### config.mk
export PLATFORM = sky130hd
export DESIGN_NAME = multicycle_control_flat
export DESIGN_NICKNAME = d
export VERILOG_FILES = /design/src/rtl/multicycle_control_if.sv /design/src/rtl/multicycle_control.sv /design/src/flat_wrapper.sv
export SDC_FILE = /design/constraint.sdc
export NUM_CORES = 1
export LEC_CHECK = 0
export CAP_MARGIN = 40
export CORE_MARGIN = 10
export CORE_UTILIZATION = 45
export DETAILED_ROUTE_END_ITERATION = 10
export HOLD_SLACK_MARGIN = 0.03
export PLACE_DENSITY = 0.85
export SLEW_MARGIN = 15
export SYNTH_ARGS = -nofsm -noshare
export SYNTH_HDL_FRONTEND = slang
export SYNTH_SLANG_ARGS = --single-unit
### constraint.sdc
create_clock -name clk -period 2.4 [get_ports clk]
set_clock_uncertainty 0.1 [all_clocks]
set_input_delay 0.48 -clock clk [delete_from_list [all_inputs] [get_ports clk]]
set_output_delay 0.48 -clock clk [all_outputs]
set_load 0.03 [all_outputs]
### src/rtl/multicycle_control_if.sv
// Signal bundle between the multi-cycle RV32I control FSM and its datapath/memories.
// The control FSM connects through the master modport; the datapath side uses slave.
interface multicycle_control_if #(
    parameter int DATA_WIDTH    = 32,
    parameter int INSTRET_WIDTH = 32
);
    logic [DATA_WIDTH-1:0]    instr;
    logic                     is_alu_reg, is_alu_imm, is_branch, is_jal, is_jalr;
    logic                     is_lui, is_auipc, is_load, is_store, is_system;
    logic                     branch_taken, imem_ready, dmem_ready, trap_ack;
    logic                     imem_req, ir_write, dmem_req, mem_read, mem_write, reg_write;
    logic [1:0]               wb_sel;
    logic                     alu_src;
    logic [1:0]               alu_op;
    logic [2:0]               imm_sel;
    logic                     branch_sig, jump, pc_write;
    logic [1:0]               pc_src;
    logic                     trap;
    logic [3:0]               trap_cause;
    logic [INSTRET_WIDTH-1:0] instret;
    logic [2:0]               state;

    modport master (
        input  instr, is_alu_reg, is_alu_imm, is_branch, is_jal, is_jalr,
               is_lui, is_auipc, is_load, is_store, is_system,
               branch_taken, imem_ready, dmem_ready, trap_ack,
        output imem_req, ir_write, dmem_req, mem_read, mem_write, reg_write,
               wb_sel, alu_src, alu_op, imm_sel, branch_sig, jump, pc_write,
               pc_src, trap, trap_cause, instret, state
    );

    modport slave (
        output instr, is_alu_reg, is_alu_imm, is_branch, is_jal, is_jalr,
               is_lui, is_auipc, is_load, is_store, is_system,
               branch_taken, imem_ready, dmem_ready, trap_ack,
        input  imem_req, ir_write, dmem_req, mem_read, mem_write, reg_write,
               wb_sel, alu_src, alu_op, imm_sel, branch_sig, jump, pc_write,
               pc_src, trap, trap_cause, instret, state
    );
endinterface

### src/rtl/multicycle_control.sv
// Multi-cycle main control FSM for RV32I: fetch/decode/execute/mem/writeback with
// ready handshakes, optional wait-state timeout, precise traps and retire counting.
module multicycle_control #(
    parameter int DATA_WIDTH    = 32,
    parameter int MEM_TIMEOUT   = 16,
    parameter int INSTRET_WIDTH = 32
) (
    input  logic                 clk,
    input  logic                 rst,
    multicycle_control_if.master bus
);
    localparam logic [2:0] IMM_NONE = 3'd0;
    localparam logic [2:0] IMM_I    = 3'd1;
    localparam logic [2:0] IMM_S    = 3'd2;
    localparam logic [2:0] IMM_B    = 3'd3;
    localparam logic [2:0] IMM_U    = 3'd4;
    localparam logic [2:0] IMM_J    = 3'd5;

    localparam logic [DATA_WIDTH-1:0] INSTR_ECALL  = DATA_WIDTH'(32'h0000_0073);
    localparam logic [DATA_WIDTH-1:0] INSTR_EBREAK = DATA_WIDTH'(32'h0010_0073);
    localparam int WAIT_W = (MEM_TIMEOUT > 1) ? $clog2(MEM_TIMEOUT) : 1;

    localparam int C_ALU_REG = 0, C_ALU_IMM = 1, C_BRANCH = 2, C_JAL = 3, C_JALR = 4;
    localparam int C_LUI = 5, C_AUIPC = 6, C_LOAD = 7, C_STORE = 8;

    typedef enum logic [2:0] {
        S_FETCH   = 3'd0,
        S_DECODE  = 3'd1,
        S_EXECUTE = 3'd2,
        S_MEM     = 3'd3,
        S_WB      = 3'd4,
        S_TRAP    = 3'd5
    } state_t;

    state_t                   r_state, w_state_next;
    logic [8:0]               r_class;
    logic [WAIT_W-1:0]        r_wait;
    logic [3:0]               r_trap_cause, w_cause_next;
    logic [INSTRET_WIDTH-1:0] r_instret;
    logic [9:0]               w_flags;
    logic                     w_onehot, w_timeout, w_waiting, w_retire, w_trap_enter, w_is_jump;
    logic [1:0]               w_alu_op;
    logic                     w_alu_src;
    logic [2:0]               w_imm_sel;

    assign w_flags = {bus.is_system, bus.is_store, bus.is_load, bus.is_auipc, bus.is_lui,
                      bus.is_jalr, bus.is_jal, bus.is_branch, bus.is_alu_imm, bus.is_alu_reg};
    assign w_onehot  = (w_flags != 10'd0) && ((w_flags & (w_flags - 10'd1)) == 10'd0);
    // Timeout fires on the cycle the count would reach MEM_TIMEOUT; ready still wins.
    assign w_timeout = (MEM_TIMEOUT > 0) && (r_wait == WAIT_W'(MEM_TIMEOUT - 1));
    assign w_waiting = ((r_state == S_FETCH) && !bus.imem_ready) ||
                       ((r_state == S_MEM) && !bus.dmem_ready);
    assign w_is_jump = r_class[C_JAL] | r_class[C_JALR];

    assign bus.trap_cause = r_trap_cause;
    assign bus.instret    = r_instret;
    assign bus.state      = r_state;

    // ALU setup from the latched class, kept stable from EXECUTE through WB.
    always_comb begin
        w_alu_op  = 2'b00;
        w_alu_src = 1'b0;
        w_imm_sel = IMM_NONE;
        if (r_class[C_ALU_REG]) begin
            w_alu_op = 2'b10;
        end else if (r_class[C_ALU_IMM]) begin
            w_alu_op = 2'b10; w_alu_src = 1'b1; w_imm_sel = IMM_I;
        end else if (r_class[C_BRANCH]) begin
            w_alu_op = 2'b01; w_imm_sel = IMM_B;
        end else if (r_class[C_LUI]) begin
            w_alu_op = 2'b11; w_alu_src = 1'b1; w_imm_sel = IMM_U;
        end else if (r_class[C_AUIPC]) begin
            w_alu_src = 1'b1; w_imm_sel = IMM_U;
        end else if (r_class[C_JAL]) begin
            w_alu_src = 1'b1; w_imm_sel = IMM_J;
        end else if (r_class[C_STORE]) begin
            w_alu_src = 1'b1; w_imm_sel = IMM_S;
        end else if (r_class[C_LOAD] || r_class[C_JALR]) begin
            w_alu_src = 1'b1; w_imm_sel = IMM_I;
        end
    end

    always_comb begin
        w_state_next   = r_state;
        w_retire       = 1'b0;
        w_trap_enter   = 1'b0;
        w_cause_next   = r_trap_cause;
        bus.imem_req   = 1'b0;
        bus.ir_write   = 1'b0;
        bus.dmem_req   = 1'b0;
        bus.mem_read   = 1'b0;
        bus.mem_write  = 1'b0;
        bus.reg_write  = 1'b0;
        bus.wb_sel     = 2'b00;
        bus.alu_src    = 1'b0;
        bus.alu_op     = 2'b00;
        bus.imm_sel    = IMM_NONE;
        bus.branch_sig = 1'b0;
        bus.jump       = 1'b0;
        bus.pc_write   = 1'b0;
        bus.pc_src     = 2'b00;
        bus.trap       = 1'b0;
        if (!rst) begin
            case (r_state)
                S_FETCH: begin
                    bus.imem_req = 1'b1;
                    if (bus.imem_ready) begin
                        bus.ir_write = 1'b1;
                        w_state_next = S_DECODE;
                    end else if (w_timeout) begin
                        w_trap_enter = 1'b1; w_cause_next = 4'd1; w_state_next = S_TRAP;
                    end
                end
                S_DECODE: begin
                    if (!w_onehot || (bus.is_system && (bus.instr != INSTR_ECALL) &&
                                      (bus.instr != INSTR_EBREAK))) begin
                        w_trap_enter = 1'b1; w_cause_next = 4'd2; w_state_next = S_TRAP;
                    end else if (bus.is_system) begin
                        w_trap_enter = 1'b1;
                        w_cause_next = (bus.instr == INSTR_ECALL) ? 4'd11 : 4'd3;
                        w_state_next = S_TRAP;
                    end else begin
                        w_state_next = S_EXECUTE;
                    end
                end
                S_EXECUTE: begin
                    bus.alu_op     = w_alu_op;
                    bus.alu_src    = w_alu_src;
                    bus.imm_sel    = w_imm_sel;
                    bus.branch_sig = r_class[C_BRANCH];
                    bus.jump       = w_is_jump;
                    if (r_class[C_BRANCH]) begin
                        bus.pc_write = 1'b1;
                        bus.pc_src   = bus.branch_taken ? 2'b01 : 2'b00;
                        w_retire     = 1'b1;
                        w_state_next = S_FETCH;
                    end else if (r_class[C_LOAD] || r_class[C_STORE]) begin
                        w_state_next = S_MEM;
                    end else begin
                        w_state_next = S_WB;
                    end
                end
                S_MEM: begin
                    bus.alu_op    = w_alu_op;
                    bus.alu_src   = w_alu_src;
                    bus.imm_sel   = w_imm_sel;
                    bus.dmem_req  = 1'b1;
                    bus.mem_read  = r_class[C_LOAD];
                    bus.mem_write = r_class[C_STORE];
                    if (bus.dmem_ready) begin
                        if (r_class[C_LOAD]) begin
                            w_state_next = S_WB;
                        end else begin
                            bus.pc_write = 1'b1;
                            w_retire     = 1'b1;
                            w_state_next = S_FETCH;
                        end
                    end else if (w_timeout) begin
                        w_trap_enter = 1'b1;
                        w_cause_next = r_class[C_LOAD] ? 4'd5 : 4'd7;
                        w_state_next = S_TRAP;
                    end
                end
                S_WB: begin
                    bus.alu_op    = w_alu_op;
                    bus.alu_src   = w_alu_src;
                    bus.imm_sel   = w_imm_sel;
                    bus.reg_write = 1'b1;
                    bus.wb_sel    = r_class[C_LOAD] ? 2'b01 : (w_is_jump ? 2'b10 : 2'b00);
                    bus.pc_write  = 1'b1;
                    bus.pc_src    = w_is_jump ? 2'b01 : 2'b00;
                    w_retire      = 1'b1;
                    w_state_next  = S_FETCH;
                end
                S_TRAP: begin
                    bus.trap = 1'b1;
                    if (bus.trap_ack) begin
                        bus.pc_write = 1'b1;
                        bus.pc_src   = 2'b10;
                        w_state_next = S_FETCH;
                    end
                end
                default: w_state_next = S_FETCH;
            endcase
        end
    end

    always_ff @(posedge clk) begin
        if (rst) begin
            r_state      <= S_FETCH;
            r_class      <= '0;
            r_wait       <= '0;
            r_trap_cause <= '0;
            r_instret    <= '0;
        end else begin
            r_state <= w_state_next;
            if (r_state == S_DECODE) begin
                r_class <= w_flags[8:0];
            end
            if (w_state_next != r_state) begin
                r_wait <= '0;
            end else if (w_waiting) begin
                r_wait <= r_wait + WAIT_W'(1);
            end
            if (w_trap_enter) begin
                r_trap_cause <= w_cause_next;
            end
            if (w_retire) begin
                r_instret <= r_instret + INSTRET_WIDTH'(1);
            end
        end
    end
endmodule
### src/flat_wrapper.sv
// flat-port wrapper written by rule: the top's interface ports become plain ports
module multicycle_control_flat 
#(
    parameter int DATA_WIDTH    = 32,
    parameter int MEM_TIMEOUT   = 16,
    parameter int INSTRET_WIDTH = 32
)
  (clk, rst, bus_instr, bus_is_alu_reg, bus_is_alu_imm, bus_is_branch, bus_is_jal, bus_is_jalr, bus_is_lui, bus_is_auipc, bus_is_load, bus_is_store, bus_is_system, bus_branch_taken, bus_imem_ready, bus_dmem_ready, bus_trap_ack, bus_imem_req, bus_ir_write, bus_dmem_req, bus_mem_read, bus_mem_write, bus_reg_write, bus_wb_sel, bus_alu_src, bus_alu_op, bus_imm_sel, bus_branch_sig, bus_jump, bus_pc_write, bus_pc_src, bus_trap, bus_trap_cause, bus_instret, bus_state);
  multicycle_control_if #(.DATA_WIDTH(DATA_WIDTH), .INSTRET_WIDTH(INSTRET_WIDTH)) bus_i ();
  input  logic clk;
  input  logic rst;
  input wire logic [$bits(bus_i.instr)-1:0] bus_instr;
  input wire logic [$bits(bus_i.is_alu_reg)-1:0] bus_is_alu_reg;
  input wire logic [$bits(bus_i.is_alu_imm)-1:0] bus_is_alu_imm;
  input wire logic [$bits(bus_i.is_branch)-1:0] bus_is_branch;
  input wire logic [$bits(bus_i.is_jal)-1:0] bus_is_jal;
  input wire logic [$bits(bus_i.is_jalr)-1:0] bus_is_jalr;
  input wire logic [$bits(bus_i.is_lui)-1:0] bus_is_lui;
  input wire logic [$bits(bus_i.is_auipc)-1:0] bus_is_auipc;
  input wire logic [$bits(bus_i.is_load)-1:0] bus_is_load;
  input wire logic [$bits(bus_i.is_store)-1:0] bus_is_store;
  input wire logic [$bits(bus_i.is_system)-1:0] bus_is_system;
  input wire logic [$bits(bus_i.branch_taken)-1:0] bus_branch_taken;
  input wire logic [$bits(bus_i.imem_ready)-1:0] bus_imem_ready;
  input wire logic [$bits(bus_i.dmem_ready)-1:0] bus_dmem_ready;
  input wire logic [$bits(bus_i.trap_ack)-1:0] bus_trap_ack;
  output wire logic [$bits(bus_i.imem_req)-1:0] bus_imem_req;
  output wire logic [$bits(bus_i.ir_write)-1:0] bus_ir_write;
  output wire logic [$bits(bus_i.dmem_req)-1:0] bus_dmem_req;
  output wire logic [$bits(bus_i.mem_read)-1:0] bus_mem_read;
  output wire logic [$bits(bus_i.mem_write)-1:0] bus_mem_write;
  output wire logic [$bits(bus_i.reg_write)-1:0] bus_reg_write;
  output wire logic [$bits(bus_i.wb_sel)-1:0] bus_wb_sel;
  output wire logic [$bits(bus_i.alu_src)-1:0] bus_alu_src;
  output wire logic [$bits(bus_i.alu_op)-1:0] bus_alu_op;
  output wire logic [$bits(bus_i.imm_sel)-1:0] bus_imm_sel;
  output wire logic [$bits(bus_i.branch_sig)-1:0] bus_branch_sig;
  output wire logic [$bits(bus_i.jump)-1:0] bus_jump;
  output wire logic [$bits(bus_i.pc_write)-1:0] bus_pc_write;
  output wire logic [$bits(bus_i.pc_src)-1:0] bus_pc_src;
  output wire logic [$bits(bus_i.trap)-1:0] bus_trap;
  output wire logic [$bits(bus_i.trap_cause)-1:0] bus_trap_cause;
  output wire logic [$bits(bus_i.instret)-1:0] bus_instret;
  output wire logic [$bits(bus_i.state)-1:0] bus_state;
  assign bus_i.instr = bus_instr;
  assign bus_i.is_alu_reg = bus_is_alu_reg;
  assign bus_i.is_alu_imm = bus_is_alu_imm;
  assign bus_i.is_branch = bus_is_branch;
  assign bus_i.is_jal = bus_is_jal;
  assign bus_i.is_jalr = bus_is_jalr;
  assign bus_i.is_lui = bus_is_lui;
  assign bus_i.is_auipc = bus_is_auipc;
  assign bus_i.is_load = bus_is_load;
  assign bus_i.is_store = bus_is_store;
  assign bus_i.is_system = bus_is_system;
  assign bus_i.branch_taken = bus_branch_taken;
  assign bus_i.imem_ready = bus_imem_ready;
  assign bus_i.dmem_ready = bus_dmem_ready;
  assign bus_i.trap_ack = bus_trap_ack;
  assign bus_imem_req = bus_i.imem_req;
  assign bus_ir_write = bus_i.ir_write;
  assign bus_dmem_req = bus_i.dmem_req;
  assign bus_mem_read = bus_i.mem_read;
  assign bus_mem_write = bus_i.mem_write;
  assign bus_reg_write = bus_i.reg_write;
  assign bus_wb_sel = bus_i.wb_sel;
  assign bus_alu_src = bus_i.alu_src;
  assign bus_alu_op = bus_i.alu_op;
  assign bus_imm_sel = bus_i.imm_sel;
  assign bus_branch_sig = bus_i.branch_sig;
  assign bus_jump = bus_i.jump;
  assign bus_pc_write = bus_i.pc_write;
  assign bus_pc_src = bus_i.pc_src;
  assign bus_trap = bus_i.trap;
  assign bus_trap_cause = bus_i.trap_cause;
  assign bus_instret = bus_i.instret;
  assign bus_state = bus_i.state;
  multicycle_control #(.DATA_WIDTH(DATA_WIDTH), .MEM_TIMEOUT(MEM_TIMEOUT), .INSTRET_WIDTH(INSTRET_WIDTH)) u_core (.clk(clk), .rst(rst), .bus(bus_i));
endmodule
# Word-level counts from Yosys, hierarchy flattened
# Index checks and enable logic that the tools add are counted.
[totals] reg_bits=52 input_bits=48 output_inout_bits=59 elab_cells=134
[classes] addsub=3 eq_ne=15 n_mux=90 bitwise=2 reduce_logical=19
[op_table] operator="3-bit two-way mux" count=19
[op_table] operator="1-bit two-way mux" count=44
[op_table] operator="32-bit by 1-bit adder with 32-bit output, second input constant" count=1
[op_table] operator="32-bit by 7-bit == test with 1-bit output, second input constant" count=1
[op_table] operator="32-bit by 21-bit inequality test with 1-bit output, second input constant" count=1
[op_table] operator="32-bit by 7-bit inequality test with 1-bit output, second input constant" count=1
[op_table] operator="2-bit two-way mux" count=14
[op_table] operator="4-bit two-way mux" count=7
[op_table] operator="3-bit one-hot mux with 5 select lines" count=1
[op_table] operator="4-bit one-hot mux with 3 select lines" count=1
[op_table] operator="10-bit bitwise AND" count=1
[op_table] operator="10-bit logical NOT" count=1
[op_table] operator="10-bit nonzero test" count=1
[op_table] operator="10-bit by 1-bit subtractor with 10-bit output, second input constant" count=1
[op_table] operator="7-bit AND reduction" count=1
[op_table] operator="3-bit by 2-bit == test with 1-bit output, second input constant" count=2
[op_table] operator="3-bit == test, second input constant" count=2
[op_table] operator="1-bit one-hot mux with 3 select lines" count=2
[op_table] operator="2-bit one-hot mux with 3 select lines" count=1
[op_table] operator="1-bit logical AND" count=5
[op_table] operator="4-bit by 1-bit adder with 4-bit output, second input constant" count=1
[op_table] operator="4-bit == test, second input constant" count=1
[op_table] operator="1-bit logical OR" count=4
[op_table] operator="2-bit by 1-bit inequality test with 1-bit output, second input constant" count=2
[op_table] operator="11 further kinds" count=14

# Depth between registers and ports, before layout
# Gate-level depths: netlist of the first run.
[logic_depth] ltp_word=11 ltp_mapped=8 ltp_nobuf=7

# Worst setup path after synthesis of the first run
# No wires, ideal clock.
[synth_path] kind="input port to output port" start="input rst" end="output bus_wb_sel[1]" t_arrival_ps=2356 required_time_ps=1820 path_slack_ps=-536 path_stages=5 path_buffers=2 cell_sequence="clkbuf_1 > clkbuf_1 > nor3_1 > o21ai_0 > nor2_1"
[synth_via] elab_chain_cells=1
[synth_rtl] item="start: declaration" line="flat_wrapper.sv:11" rtl="input logic rst;"
[synth_rtl] item="2-bit two-way mux" line="multicycle_control.sv:103" rtl="if (!rst) begin"
[synth_rtl] item="end: declaration" line="flat_wrapper.sv:33" rtl="output wire logic [$bits(bus_i.wb_sel)-1:0] bus_wb_sel;"
# No other way between the ends.

# Worst setup path after layout of the first run
[layout_path] start="register u_core.r_state[2] (netlist: u_core.bus.state[2])" end="output bus_alu_src"
[layout_via] elab_chain_cells=4
[layout_rtl] item="start: declaration" line="multicycle_control.sv:35" rtl="state_t r_state, w_state_next;"
[layout_rtl] item="start signal: assignment" line="multicycle_control.sv:196" rtl="r_state <= w_state_next;"
[layout_rtl] item="3-bit == test or 3-bit by 2-bit == test with 1-bit output (tied branches)" line="multicycle_control.sv:104" rtl="case (r_state)"
[layout_rtl] item="3-bit OR reduction (no line) (*)"
[layout_rtl] item="1-bit two-way mux (*)" line="multicycle_control.sv:104"
[layout_rtl] item="1-bit two-way mux (*)" line="multicycle_control.sv:103"
[layout_rtl] item="end: declaration" line="flat_wrapper.sv:34" rtl="output wire logic [$bits(bus_i.alu_src)-1:0] bus_alu_src;"
# Every way passes the cells marked *; elsewhere a longest branch is shown, timed or not.

==> results summary, run 1 <==
The ratio of cells with drive above 1 in the final layout is 17.5%. The share of total power in the clock network came out at a little under a third. By area the synthesized netlist is led by dfxtp_1, nor2_1, xor2_1. The maximum frequency from static timing analysis came out at roughly 0.43 GHz. The number of antenna violations at the first check in global routing came out at 0. The final hold violation count is 0. Of all flip-flops after synthesis, the portion carrying an async set or reset was 0%. The setup slack after layout came out at about 0.048 ns. The worst-case clock buffer depth is 2. The maximum fanout count along the critical path is 7. For this run, the share of the core covered by cells in the final layout is between 70% and 80%. The wire length of the first global-routing pass is 15900 um.

The power per standard cell area came out at between 400 and 500 nW/um2. Counting cells, the worst reg-to-reg path comes to 7. For this configuration, the core starts out at a cell density of between 40% and 50%. The number of distinct standard cells referenced by the synthesized netlist came out at between 50 and 60. The worst-case register-to-register setup slack came out at approximately 0.22 ns.

The flow ran to the end, and the final reports show no timing, DRC or antenna violations. Global routing used about a fifth of the available tracks across all layers. In this design, the stage delay of the slowest critical-path cell is between 0.4 and 0.5 ns.

The worst hold path terminates at u_core.r_class[6]$_SDFFE_PP0P_. The average wire length per cell after detail routing came out at ~17 um. The time the final worst path needs with I/O delays and setup came out at between 2 and 2.5 ns.

The total number of vias is about 3300. The standard cell with the maximum stage delay on the critical path is or3b_4. The worst supply voltage drop on vdd is a little over 300 uV.

The number of pins exceeding their max-slew limit in the final report is 0. The area added between synthesis and finish came out at 53.9%. The H-tree was split into 2 levels. The final antenna diode count came out at 0. The share of synthesized area occupied by flip-flops and latches came out at around a third. The number of enable-type register cells in the synthesized netlist is 0. The worst slack on hold paths came out at about 0.38 ns. The post-detailed-placement cell area came out at roughly 4400 um2. The data arrival time of the critical path is 1.77 ns. The worst setup path is captured at an output port. The total of max-cap violations came out at 0. Net switching is between 20 and 30% of the power. The final layout contains between 500 and 600 nets. The arithmetic-cell share of the synthesized area counting full adders, half adders and majority gates came out at less than 1%. The die is approximately 100 um tall. Broken down by cell family, the worst path's largest delay share belongs to simple AND/OR/NAND/NOR gates. In the final timing run, aggregate negative setup slack is 0 ns. The clock slew at the register clock pins of the worst setup and hold paths is 0.10 ns. The share of the cycle needed by the critical path after routing came out at between 90 and 100%. The first routing iteration left around 110 violations. The tree is rooted in a clkbuf_8. The area of all placed cells without fillers is between 4000 and 5000 um2.

The endpoint required time on the critical path is about 1.8 ns. The number of clock sinks came out at between 50 and 60. The cell count after synthesis is approximately 380. The final RePlAce weighted congestion came out at about 0.9. The combined buffer and inverter count along the critical path is 1.

TritonCTS built the clock tree. The launch instance of the worst register-to-register path is u_core.bus.state[2]$_SDFF_PP0_. The worst hold path begins at u_core.r_class[6]$_SDFFE_PP0P_.

The internal power summed over all cells came out at about 1.4 mW. The number of nets produced by synthesis came out at between 400 and 500. The clock latency of the later-clocked register in the worst-skew pair is about 0.31 ns.

The area share of the largest cell type after synthesis is a little over a third. The total routed wirelength is roughly 10000 um. The share of the synthesized netlist area taken by xor and xnor gates is approximately 9%. The number of endpoints failing setup at the final stage is 0.

The worst setup path is launched from a flop. After synthesis, the largest family of logic cells by area is simple AND/OR/NAND/NOR gates. Entering global routing, the biggest net connects 29 pins. The fraction of the mapped netlist area in compound gates is around 15%.

Clock tree synthesis inserted a total of 5 buffers. The number of warnings printed during yosys synthesis came out at 0. The most common cell after layout, fill and taps aside is clkdlybuf4s50_1.

The via count of the first global-routing pass is between 3000 and 4000. Using the TritonRoute via totals, the vias-per-cell ratio works out to approximately 5.5. The post-synthesis register bit count is 52. The pre-CTS setup slack came out at -0.315 ns. The top-level port count came out at between 100 and 150. The switching component of the power is ~540 uW. The die is 101 um wide. The fraction of synthesized area in multiplexers is between 1.5 and 2%. The number of buffers inserted by port buffering is approximately 110.

The post-detailed-route DRC marker count is 0. The number of placement rows came out at 29. The transition at the pin with the smallest max-transition slack came out at 0.442 ns. The end of the worst register-to-register path is u_core.bus.instret[9]$_SDFFE_PP0P_. The estimated wirelength of the detail-placed design came out at 7720 um. The area of the mapped netlist is ~3000 um2. The headroom to the max-slew limit is about 70%. The number of cells on the worst hold path came out at 2. The final-layout fill cell count came out at between 400 and 500. The signal on the critical path passes through or3b_4 -> a21o_4 -> nor3_4 -> buf_12.

Registers are responsible for between 40% and 50% of the overall power. The first detailed-routing pass ran for 4 iterations. Combinational logic burns around a fifth of the power.

In the layout the commonest cells are clkdlybuf4s50_1, nor2_1, dfxtp_1. The min-delay analysis places its worst path in the category reg -> reg. The biggest area contributor in the post-synthesis netlist is dfxtp_1. The remaining antenna violation count after routing came out at 0. The final global-route overflow total is 0. The die area is between 10000 and 15000 um2.

The core area came out at around 6400 um2. Of the total synthesized cell area, the portion taken by AND, OR, NAND and NOR gates is 35.3%. For this run, the leading register cell type out of synthesis is dfxtp_1. The average cell area after synthesis came out at 7.86 um2. By startpoint and endpoint, the worst setup path is classified as reg -> out. Summed over all cells, the static leakage comes to between 1.5 and 2 nW.
[cell usage after synthesis, drive strengths merged (3+ instances only)]
cell    number
a21oi       24
and2         7
and3         8
and4         6
buf          3
clkbuf      12
dfxtp       52
inv          5
mux2         4
nand2       38
nand2b       8
nand3       15
nand4        8
nor2        57
nor2b        4
nor3        24
nor3b        3
nor4        15
o211ai       5
o21a         3
o21ai       10
or3          4
xnor2       13
xor2        17
[flip-flops by register name (all words and copies together), names as in the netlist]
name and flops:
u_core.bus.instret 32, u_core.r_class 9, u_core.bus.trap_cause 4, u_core.bus.state 3, u_core.r_wait 4
[power groups by stage]
stage | Combinational [mW] | Sequential [mW] | Clock [mW]
after floorplan | 0.199 | 0.935 | 0
after global placement | 0.384 | 0.933 | 0
after detailed placement | 0.392 | 0.935 | 0
after CTS | 0.402 | 0.917 | 0.601
after global routing | 0.450 | 0.921 | 0.630
final | 0.413 | 0.917 | 0.601
[routing by layer]
metal  vias to the layer above  track usage (%)  routed length [um]
li1                       1607                -                   -
met1                      1543             20.9                3910
met2                        87             34.8                5270
met3                        15             2.65                 470
met4                         0             6.97                 189
met5                         -                0                   0
[cell type report]
cell class	instances	area, um2	area share, %
multi-input cells	305	1930	42.4
repair buffers	140	1360	29.7
flip-flops and latches	52	1050	23.0
well taps	77	96.3	2.11
clock buffers	6	72.6	1.59
clock inverters	2	35.0	0.768
inverters	5	18.8	0.412
[per-stage QoR]
step	power, mW	cells
after global placement	1.32	575
final	1.93	587
after detailed placement	1.33	575
after global routing	2.00	587
after CTS	1.92	583
after floorplan	1.13	377
[kinds of logic after synthesis]
kind of cell             Yosys count
adder cells (fa/ha/maj)            2
multiplexers                       5
flip-flops                        52
AO/OA/AOI/OAI                     64
buffers and inverters             20
XOR/XNOR                          30
AND/OR/NAND/NOR                  204
[worst max path at each step]
stage	startpoint	endpoint	cells past startpoint
final	u_core.bus.state[2]$_SDFF_PP0_	bus_alu_src	4
after CTS	bus_is_branch	u_core.bus.trap_cause[2]$_SDFFE_PP0P_	7
after global placement	bus_is_branch	u_core.r_wait[0]$_SDFFE_PP0P_	8
after floorplan	rst	bus_wb_sel[1]	5
after global routing	bus_is_jal	u_core.r_wait[3]$_SDFFE_PP0P_	8
after detailed placement	bus_is_branch	u_core.bus.trap_cause[2]$_SDFFE_PP0P_	7
[what timing repair did]
action,in CTS,in global routing
endpoints found under the setup margin,14,18
setup buffers,0,4
pin swaps,1,6
gates resized for setup,15,13
hold buffers,0,0
endpoints found under the hold margin,0,0
[worst reg2reg max path: stages (launching register included)]
cell	delay (ns)
dfxtp_4	0.39
or3b_4	0.44
a21o_4	0.28
buf_4	0.15
a21oi_2	0.19
and3_1	0.21
nor2_1	0.04
mux2_2	0.27
(Power assumes the default switching activity.)
==> run 2: changes to the inputs <==
Settings changed: CTS_CLUSTER_SIZE set to 8.
==> results of run 2 <==
Final layout, timing and power as in run 1 (identical DEF).
==> run 3: changes to the inputs <==
Clock period 2.4 ns to 2.9 ns, I/O delays scaled along.
==> results summary, run 3 (synthesized netlist as in run 1, its figures left out) <==
The flow ran to the end, and the final reports show no timing, DRC or antenna violations. The endpoint required time on the critical path came out at roughly 2.2 ns. The kind of critical path is reg -> out. The total number of vias is around 3100.

The nature of the critical path endpoint is an output port. The launch instance of the worst register-to-register path is u_core.bus.state[0]$_SDFF_PP0_. The core utilization of the finished layout is between 60% and 70%.

In the final layout, the multi-input gates occupy around 1900 um2. The combined buffer and inverter count along the critical path came out at 1. The logic depth of the worst register-to-register path is 7. The internal portion of the total power is between 1 and 1.5 mW.

The die area came out at 10200 um2. The estimated wirelength of the detail-placed design came out at 7490 um. The setup slack after layout came out at roughly 0.15 ns.

The number of buffers inserted by port buffering is approximately 110. Relative to the synthesized area, the layout overhead comes to 44.5%. The longest clock path from root to sink contains 2 buffers. The standard cell with the maximum stage delay on the critical path is clkdlybuf4s50_1. The number of endpoints failing setup at the final stage came out at 0. The final-layout setup total negative slack is 0 ns. The core area is ~6400 um2. The maximum fanout count along the critical path is 6.

The cell family contributing the most delay on the critical path is buffers and inverters. The pre-CTS setup slack came out at about 0.067 ns. At the end of routability-driven placement, the weighted congestion stood at between 0.8 and 0.9. The TritonCTS buffer count is 5.

The worst supply voltage drop on vdd is 348 uV. The total number of nets in the final design came out at between 500 and 600. In this run the worst hold path is classified as reg -> reg.

The effective utilization at floorplan is 46.4%. The final-layout fill cell count is roughly 540. Max-cap violations in this run came to 0. The clock tree from TritonCTS is done. The data arrival time of the critical path came out at 2.07 ns. After layout, the minimum clock period comes to 2.75 ns. In this run switching power makes up approximately 30% of total power.

In this run the worst setup path begins at u_core.bus.state[1]$_SDFF_PP0_. The number of flip-flops in the largest register came out at 32. The number of buffers added to fix hold violations after cts came out at 0. The number of pins exceeding their max-slew limit in the final report came out at 0. The share of the cycle needed by the critical path after routing is between 90% and 100%. The met1 capacity usage during global routing came out at about a fifth. The wire length of the first global-routing pass is between 10000 and 15000 um.

The switching component of the power is between 400 and 500 uW. The average wire length per cell after detail routing is 16.6 um. The end of the worst register-to-register path is u_core.r_wait[1]$_SDFFE_PP0P_. The initial DRC count came out at roughly 160. The clock latency of the later-clocked register in the worst-skew pair is 0.31 ns.

The global routing usage on met2 came out at a little under a third. The top cell types in the final layout, fill and taps aside, are clkdlybuf4s50_1, nor2_1, dfxtp_1. 0 antenna diodes ended up in the layout.

The H-tree was split into 2 levels. The power per standard cell area came out at about 350 nW/um2. The overall power after layout came out at between 1 and 1.5 mW. In this run the worst setup path terminates at bus_mem_write.

In this run the clock root is driven by a clkbuf_8. The ratio of cells with drive above 1 in the final layout came out at just under 10%. STA classifies the critical path startpoint as a flop.

The layer carrying the most global-route usage is met2. The first TritonRoute pass finished after 5 iterations. The part of the total power dissipated in combinational logic came out at 20.8%.

The remaining antenna violation count after routing is 0. The number of placement rows came out at 29. The top-level port count came out at 107.

The via-per-instance ratio is 5.54. The final global-route overflow total came out at 0. The number of clock sinks is 52. The worst-case register-to-register setup slack is ~0.58 ns. For this run, the total global-route usage over all layers was measured as 17.6%. Timing would allow up to 0.364 GHz. The number of stages on the worst setup path came out at 4. The height of the die came out at just over 100 um. The critical path goes through nand2b_1 -> nor2_2 -> and2_1 -> clkdlybuf4s50_1. The maximum cell stage delay along the critical path is about 0.67 ns.

Setup repair after global routing left no endpoint under its margin. For the pin with the worst max-slew slack, the measured transition is ~0.65 ns. The via count of the first global-routing pass came to 3063. The post-detailed-placement cell area came out at between 4000 and 5000 um2. The headroom to the max-slew limit is between 50% and 60%.

The total routed wirelength came out at a little over 9000 um. The maximum number of pins on one net before global-route repair came out at 40. The clock slew at the register clock pins of the worst setup and hold paths is about 0.09 ns. The met3 capacity usage during global routing came out at 3.81%.

The area of all placed cells without fillers came out at approximately 4300 um2. Of the total power, the clock network draws 28.5%. The number of antenna violations at the first check in global routing came to 0. Registers take roughly 1000 um2.

The most common cell after layout, fill and taps aside is clkdlybuf4s50_1. The reported leakage power is around 1.5 nW. The post-detailed-route DRC marker count is 0.

Per report_power, the sequential group accounts for about half of the total. The final hold violation count is 0. The die boundary width came out at between 100 and 150 um.
run 3: power groups by stage:
stage          logic, mW  registers (mW)  clock network, mW
2_1_floorplan      0.160           0.773                  0
3_3_place_gp       0.302           0.772                  0
3_5_place_dp       0.308           0.773                  0
4_1_cts            0.310           0.756              0.432
5_1_grt            0.339           0.760              0.456
6_report           0.311           0.757              0.426
run 3: worst register-to-register path: cells and delay by family, from the launching register on:
family	cells	cell delay [ns]
AND/OR/NAND/NOR	3	0.95
XOR/XNOR	1	0.13
AO/OA/AOI/OAI	2	0.43
flip-flops	1	0.41
buffers and inverters	1	0.23
run 3: stage by stage:
stage	hold slack, ns	std cells
CTS	0.378	564
global placement	0.364	556
finish	0.377	564
floorplan	0.349	377
detailed placement	0.365	556
global route	0.409	564
run 3: worst min path at each step:
stage / start / endpoint / slack (ns) / cells after the start
finish: u_core.r_class[6]$_SDFFE_PP0P_ / u_core.r_class[6]$_SDFFE_PP0P_ / 0.38 / 2
global route: u_core.r_class[6]$_SDFFE_PP0P_ / u_core.r_class[6]$_SDFFE_PP0P_ / 0.41 / 2
CTS: u_core.r_class[6]$_SDFFE_PP0P_ / u_core.r_class[6]$_SDFFE_PP0P_ / 0.38 / 2
detailed placement: u_core.r_class[6]$_SDFFE_PP0P_ / u_core.r_class[6]$_SDFFE_PP0P_ / 0.37 / 2
global placement: u_core.r_class[6]$_SDFFE_PP0P_ / u_core.r_class[6]$_SDFFE_PP0P_ / 0.36 / 2
floorplan: u_core.r_class[6]$_SDFFE_PP0P_ / u_core.r_class[6]$_SDFFE_PP0P_ / 0.35 / 2
run 3: final cells by class:
class,instances,share of cell area [%]
Clock inverter,3,0.497
Clock buffer,5,1.61
Inverter,5,0.438
Sequential cell,52,24.3
Tap cell,77,2.25
Timing Repair Buffer,117,27.6
Multi-Input combinational cell,305,43.3
run 3: what timing repair did:
action / 4_1_cts / 5_1_grt
endpoints found under the setup margin: 0 / 2
setup buffers: 0 / 0
gates resized for setup: 0 / 1
run 3: per-layer routing:
metal	share of wire [%]	up-vias
met5	0	-
met4	0.92	0
met3	5.8	5
met2	53	83
met1	41	1462
li1	-	1574
